[src/rtl/ps2_rx_if.sv]
// Read port between the PS/2 receiver and the memory block's PS2 register.
interface ps2_rx_if;
    localparam int unsigned WORD_W = 16;

    logic              ren;
    logic [WORD_W-1:0] data_out;
    logic              not_empty;

    modport master (output ren, input data_out, input not_empty);
    modport slave  (input ren, output data_out, output not_empty);
endinterface

[src/rtl/ps2_rx.sv]
// PS/2 device-to-host receiver: pin conditioning, frame deserializer and a
// scan-code FIFO exposed as a 16-bit status/data word with pop-on-read.
module ps2_rx #(
    parameter int unsigned FIFO_DEPTH = 8,
    parameter int unsigned FILTER_LEN = 4,
    parameter int unsigned TIMEOUT    = 50000
) (
    input  logic     clk,
    input  logic     rst_n,
    input  logic     ps2_clk,
    input  logic     ps2_data,
    ps2_rx_if.slave  bus
);

    localparam int unsigned AW    = $clog2(FIFO_DEPTH);
    localparam int unsigned PTR_W = AW + 1;
    localparam int unsigned FW    = $clog2(FILTER_LEN + 1);
    localparam int unsigned TO_W  = 16;

    typedef enum logic [1:0] {
        S_IDLE,
        S_DATA,
        S_PARITY,
        S_STOP
    } state_t;

    logic          clk_s1, clk_s2, dat_s1, dat_s2;
    logic          filt_clk;
    logic [FW-1:0] filt_cnt;
    logic          fall;

    state_t          state_q, state_d;
    logic [7:0]      shift_q, shift_d;
    logic [2:0]      bit_cnt_q, bit_cnt_d;
    logic            par_q, par_d;
    logic [TO_W-1:0] to_cnt_q, to_cnt_d;
    logic            push_c, ferr_set_c;

    logic [7:0]       mem [FIFO_DEPTH];
    logic [PTR_W-1:0] wptr, rptr;
    logic             ovf, ferr;
    logic             empty_c, full_c, pop_c, wr_c, ovf_set_c;

    // Two-flop synchronizers; idle bus level is high.
    always_ff @(posedge clk or negedge rst_n) begin
        if (!rst_n) begin
            clk_s1 <= 1'b1;
            clk_s2 <= 1'b1;
            dat_s1 <= 1'b1;
            dat_s2 <= 1'b1;
        end else begin
            clk_s1 <= ps2_clk;
            clk_s2 <= clk_s1;
            dat_s1 <= ps2_data;
            dat_s2 <= dat_s1;
        end
    end

    // Glitch filter: follow the synchronized clock only after FILTER_LEN stable cycles.
    always_ff @(posedge clk or negedge rst_n) begin
        if (!rst_n) begin
            filt_clk <= 1'b1;
            filt_cnt <= '0;
            fall     <= 1'b0;
        end else begin
            fall <= 1'b0;
            if (clk_s2 != filt_clk) begin
                if (filt_cnt == FW'(FILTER_LEN - 1)) begin
                    filt_clk <= clk_s2;
                    filt_cnt <= '0;
                    fall     <= ~clk_s2;
                end else begin
                    filt_cnt <= filt_cnt + FW'(1);
                end
            end else begin
                filt_cnt <= '0;
            end
        end
    end

    always_ff @(posedge clk or negedge rst_n) begin
        if (!rst_n) begin
            state_q   <= S_IDLE;
            shift_q   <= '0;
            bit_cnt_q <= '0;
            par_q     <= 1'b0;
            to_cnt_q  <= '0;
        end else begin
            state_q   <= state_d;
            shift_q   <= shift_d;
            bit_cnt_q <= bit_cnt_d;
            par_q     <= par_d;
            to_cnt_q  <= to_cnt_d;
        end
    end

    // Frame sequencing: start, 8 data bits LSB first, odd parity, stop.
    always_comb begin
        state_d    = state_q;
        shift_d    = shift_q;
        bit_cnt_d  = bit_cnt_q;
        par_d      = par_q;
        to_cnt_d   = '0;
        push_c     = 1'b0;
        ferr_set_c = 1'b0;

        case (state_q)
            S_IDLE: begin
                if (fall && !dat_s2) begin
                    state_d   = S_DATA;
                    bit_cnt_d = '0;
                end
            end
            S_DATA: begin
                if (fall) begin
                    shift_d   = {dat_s2, shift_q[7:1]};
                    bit_cnt_d = bit_cnt_q + 3'd1;
                    if (bit_cnt_q == 3'd7) begin
                        state_d = S_PARITY;
                    end
                end
            end
            S_PARITY: begin
                if (fall) begin
                    par_d   = dat_s2;
                    state_d = S_STOP;
                end
            end
            S_STOP: begin
                if (fall) begin
                    state_d = S_IDLE;
                    if (dat_s2 && ((^shift_q) ^ par_q)) begin
                        push_c = 1'b1;
                    end else begin
                        ferr_set_c = 1'b1;
                    end
                end
            end
            default: state_d = S_IDLE;
        endcase

        // A stalled partial frame is dropped silently.
        if (state_q != S_IDLE && !fall) begin
            to_cnt_d = to_cnt_q + TO_W'(1);
            if (to_cnt_d == TO_W'(TIMEOUT)) begin
                state_d  = S_IDLE;
                shift_d  = '0;
                to_cnt_d = '0;
            end
        end
    end

    assign empty_c   = (wptr == rptr);
    assign full_c    = (wptr[PTR_W-1] != rptr[PTR_W-1]) && (wptr[AW-1:0] == rptr[AW-1:0]);
    assign pop_c     = bus.ren & ~empty_c;
    assign wr_c      = push_c & (~full_c | pop_c);
    assign ovf_set_c = push_c & full_c & ~pop_c;

    // Pointers and sticky flags; a flag set beats a read clear in the same cycle.
    always_ff @(posedge clk or negedge rst_n) begin
        if (!rst_n) begin
            wptr <= '0;
            rptr <= '0;
            ovf  <= 1'b0;
            ferr <= 1'b0;
        end else begin
            if (wr_c) begin
                wptr <= wptr + PTR_W'(1);
            end
            if (pop_c) begin
                rptr <= rptr + PTR_W'(1);
            end
            if (ovf_set_c) begin
                ovf <= 1'b1;
            end else if (bus.ren) begin
                ovf <= 1'b0;
            end
            if (ferr_set_c) begin
                ferr <= 1'b1;
            end else if (bus.ren) begin
                ferr <= 1'b0;
            end
        end
    end

    always_ff @(posedge clk) begin
        if (wr_c) begin
            mem[wptr[AW-1:0]] <= shift_q;
        end
    end

    assign bus.data_out  = {~empty_c, ovf, ferr, 5'b0, empty_c ? 8'h00 : mem[rptr[AW-1:0]]};
    assign bus.not_empty = ~empty_c;

endmodule
[src/flat_wrapper.sv]
// flat-port wrapper written by rule: the top's interface ports become plain ports
module ps2_rx_flat 
#(
    parameter int unsigned FIFO_DEPTH = 8,
    parameter int unsigned FILTER_LEN = 4,
    parameter int unsigned TIMEOUT    = 50000
)
  (clk, rst_n, ps2_clk, ps2_data, bus_ren, bus_data_out, bus_not_empty);
  ps2_rx_if bus_i ();
  input  logic clk;
  input  logic rst_n;
  input  logic ps2_clk;
  input  logic ps2_data;
  input wire logic [$bits(bus_i.ren)-1:0] bus_ren;
  output wire logic [$bits(bus_i.data_out)-1:0] bus_data_out;
  output wire logic [$bits(bus_i.not_empty)-1:0] bus_not_empty;
  assign bus_i.ren = bus_ren;
  assign bus_data_out = bus_i.data_out;
  assign bus_not_empty = bus_i.not_empty;
  ps2_rx #(.FIFO_DEPTH(FIFO_DEPTH), .FILTER_LEN(FILTER_LEN), .TIMEOUT(TIMEOUT)) u_core (.clk(clk), .rst_n(rst_n), .ps2_clk(ps2_clk), .ps2_data(ps2_data), .bus(bus_i));
endmodule
[config.mk]
export PLATFORM = sky130hd
export DESIGN_NAME = ps2_rx_flat
export DESIGN_NICKNAME = d
export VERILOG_FILES = /design/src/rtl/ps2_rx_if.sv /design/src/rtl/ps2_rx.sv /design/src/flat_wrapper.sv
export SDC_FILE = /design/constraint.sdc
export NUM_CORES = 1
export LEC_CHECK = 0
export ABC_AREA = 1
export BUFFER_PORTS_ARGS = -buffer_cell sky130_fd_sc_hd__buf_2
export CELL_PAD_IN_SITES_DETAIL_PLACEMENT = 0
export CELL_PAD_IN_SITES_GLOBAL_PLACEMENT = 1
export CORE_MARGIN = 5
export CORE_UTILIZATION = 43
export DETAILED_ROUTE_END_ITERATION = 16
export PLACE_DENSITY_LB_ADDON = 0.25
export SYNTH_ARGS = -nofsm -noshare
export SYNTH_HDL_FRONTEND = slang
export SYNTH_SLANG_ARGS = --single-unit
export TNS_END_PERCENT = 30
[constraint.sdc]
create_clock -name clk -period 3.3 [get_ports clk]
set_clock_uncertainty 0.1 [all_clocks]
set_input_delay 0 -clock clk [delete_from_list [all_inputs] [get_ports clk]]
set_output_delay 0 -clock clk [all_outputs]
set_load 0.005 [all_outputs]
==> results.json <==
{
  "status": "finished, final reports clean",
  "track_usage_pct": 16.7,
  "place_inst": 735,
  "drcViolationCount": 0,
  "grt_max_degree": 34,
  "grtUsageMet2_pct": 27.7,
  "core_area_sq_mm": 0.0121,
  "use_met3_pct": 5.01,
  "die_w_um": 122,
  "p_per_area_mw_per_mm2": 839,
  "endpoint_kind": "primary output",
  "rows": 40,
  "drt-initial-drc-count": 184,
  "arrival_ns": 2.24,
  "h-tree-depth": 4,
  "final_cell_mix": "118 x nand2_1, 87 x nor2_1, 64 x edfxtp_1",
  "fmax_mhz": 427,
  "ff2ff_path_depth": 9,
  "routed_via_density": 4.81,
  "rrSetupSlack_ns": 0.98,
  "r2r-end": "u_core.mem[0][1]$_DFFE_PP_",
  "top_usage_layer": "met2",
  "final_cells": 772,
  "synthCells": 561,
  "post_cts_resized": 0,
  "finalWirelength_um": 11200,
  "yosysSeqAreaShare_pct": 58.9,
  "setup_violations": 0,
  "cts_made_buffers": 17,
  "dieArea_sq_mm": 0.0148,
  "finalCritPeriodShare_pct": 71.0,
  "place.gp.congestion": 0.796,
  "worstSetupStartpointType": "flip-flop",
  "avgSynthCellArea_sq_um": 9.55,
  "tightest_slew_ns": 0.882,
  "start_util_pct": 44.2,
  "antenna_found_initial": 0,
  "area_growth_pct": 18.2,
  "wl_per_cell_um": 14.5,
  "cts_buffer_depth": 2,
  "grt_overflow": 0,
  "syn-cell-area_sq_mm": 0.00536,
  "leakage_uw": 0.00262,
  "first_global_vias": 3621,
  "clk_latency_ns": 0.40,
  "rsz0062_at_grt": "no",
  "io_pins": 22,
  "dpl_cell_area_sq_mm": 0.00563,
  "cts.reportedPaths.clkPinSlew_ns": 0.05,
  "slowest_stage": "dfrtp_1",
  "fill_cells": 1100,
  "slew_viol_final": 0,
  "max_stage_delay_ns": 0.57,
  "first_pass_iters": 5,
  "slew-limit-headroom_pct": 41.0,
  "n_antenna_cell": 0,
  "num-nets-final": 602,
  "max_cap_violations": 0,
  "report.final.hold_viol_count": 0,
  "postRouteAntennaNets": 0,
  "crit_type": "flip-flop to primary output",
  "hpwl_um": 7680,
  "synth_flop_cell": "edfxtp_1",
  "peakVddDrop_v": 0.000454,
  "multiInputGateArea_sq_mm": 0.00192,
  "synth_edf_count": 64,
  "path_max_fanout": 33,
  "async_reset_ff_share_pct": 43.4,
  "vias": 3715,
  "cts_root_buffer": "clkbuf_16",
  "worstPathRequired_ns": 3.20,
  "cts_tree": "built",
  "die_y_um": 122,
  "synth_cell_types": 34,
  "min_path_type": "input pin to async pin",
  "drive_gt1_share_pct": 16.9,
  "numPortBuffers": 16,
  "final_area_sq_mm": 0.00633,
  "grt_use_met1_pct": 20.5,
  "final_common_cell": "nand2_1",
  "crit_end": "bus_data_out[4]",
  "ys_seq_elements": 113,
  "ff_latch_area_sq_mm": 0.00315,
  "reg2reg_from": "u_core.rptr[1]$_DFFE_PN0P_",
  "yosys_warnings": 0,
  "setup_tns_ns": 0,
  "period_needed_ns": 2.34,
  "crit_start": "u_core.rptr[0]$_DFFE_PN0P_",
  "clock_sinks": 113,
  "crit_path_cell_trace": "inv_1, buf_4, nor2_1, o22ai_1, o21ai_0, a31oi_1, buf_2",
  "grt_pass1_wl_um": 18600
}
## registers in the layout (all words and copies together) (netlist names)
name and cells:
u_core.bit_cnt_q 3, u_core.clk_s1 1, u_core.clk_s2 1, u_core.dat_s1 1, u_core.dat_s2 1, u_core.fall 1
u_core.ferr 1, u_core.filt_clk 1, u_core.filt_cnt 3, u_core.mem 64, u_core.ovf 1, u_core.par_q 1
u_core.rptr 4, u_core.shift_q 8, u_core.state_q 2, u_core.to_cnt_q 16, u_core.wptr 4
## power by group
group,switching (uW),total (uW),internal (uW)
Sequential,235,1940,1710
Clock,600,1990,1390
Combinational,866,1380,515
## area by class of cell
cell class,count,area share [%]
timing repair buffer,37,3.95
sequential,113,49.8
inverter,38,2.25
clock inverter,9,2.35
tap,168,3.32
multi-input combinational,384,30.3
clock buffer,23,8.06
## metrics by stage
stage	hold WS, ns	utilization (%)	total power, uW	setup WS [ns]
CTS	0.112	52.3	5360	0.950
global route	0.134	52.3	5680	0.737
detailed placement	-0.124	46.4	3360	1.03
global placement	-0.124	46.4	3330	1.04
floorplan	-0.396	-	2880	0.911
finish	0.111	52.3	5310	0.956
## what timing repair did
| item | in CTS | in global routing |
|---|---|---|
| endpoints found under the setup margin | 0 | 0 |
| hold buffers | 5 | 0 |
| setup buffers | 0 | 0 |
| hold endpoints to repair | 52 | 0 |
## cells by family after synthesis
group,after synthesis,synth area share [%]
adder cells (fa/ha/maj),6,1.40
AO/OA/AOI/OAI,85,8.64
buffers and inverters,68,5.60
other,1,0.0700
flip-flops,113,58.9
AND/OR/NAND/NOR,274,23.1
XOR/XNOR,14,2.29
## worst min path at each step
stage | start | cells past startpoint | to
CTS | rst_n | 3 | u_core.to_cnt_q[8]$_DFF_PN0_
global route | rst_n | 3 | u_core.shift_q[6]$_DFF_PN0_
global placement | rst_n | 1 | u_core.bit_cnt_q[2]$_DFFE_PN0P_
finish | rst_n | 3 | u_core.shift_q[6]$_DFF_PN0_
floorplan | rst_n | 0 | u_core.bit_cnt_q[0]$_DFFE_PN0P_
detailed placement | rst_n | 1 | u_core.bit_cnt_q[1]$_DFFE_PN0P_
## synth_stat cells, types with 6 or more instances
cell type | n | area (sq um)
inv_1 | 35 | 131
clkbuf_1 | 15 | 56.3
xor2_1 | 8 | 70.1
nand2_2 | 13 | 81.3
edfxtp_1 | 64 | 1920
xnor2_1 | 6 | 52.6
nand4_1 | 6 | 37.5
nand3_2 | 11 | 110
nor2_1 | 87 | 327
nand2_1 | 118 | 443
nand3_1 | 18 | 90.1
a21oi_1 | 7 | 35.0
o21ai_0 | 53 | 265
ha_1 | 6 | 75.1
a31oi_1 | 9 | 56.3
buf_2 | 6 | 30.0
o22ai_1 | 8 | 50.1
dfrtp_1 | 44 | 1100
nor3_1 | 9 | 45.0
buf_4 | 8 | 60.1
## critical path: cells and delay by family (launching register included)
| family | cells | cell delay (ns) |
|---|---|---|
| AND/OR/NAND/NOR | 1 | 0.08 |
| AO/OA/AOI/OAI | 3 | 0.60 |
| flip-flops | 1 | 0.57 |
| buffers and inverters | 3 | 0.58 |
## metal layers
layer	wire length [um]	vias up
li1	-	1923
met1	5040	1720
met2	5460	58
met3	486	14
met4	203	0
met5	0	-
(Power assumes the default switching activity.)
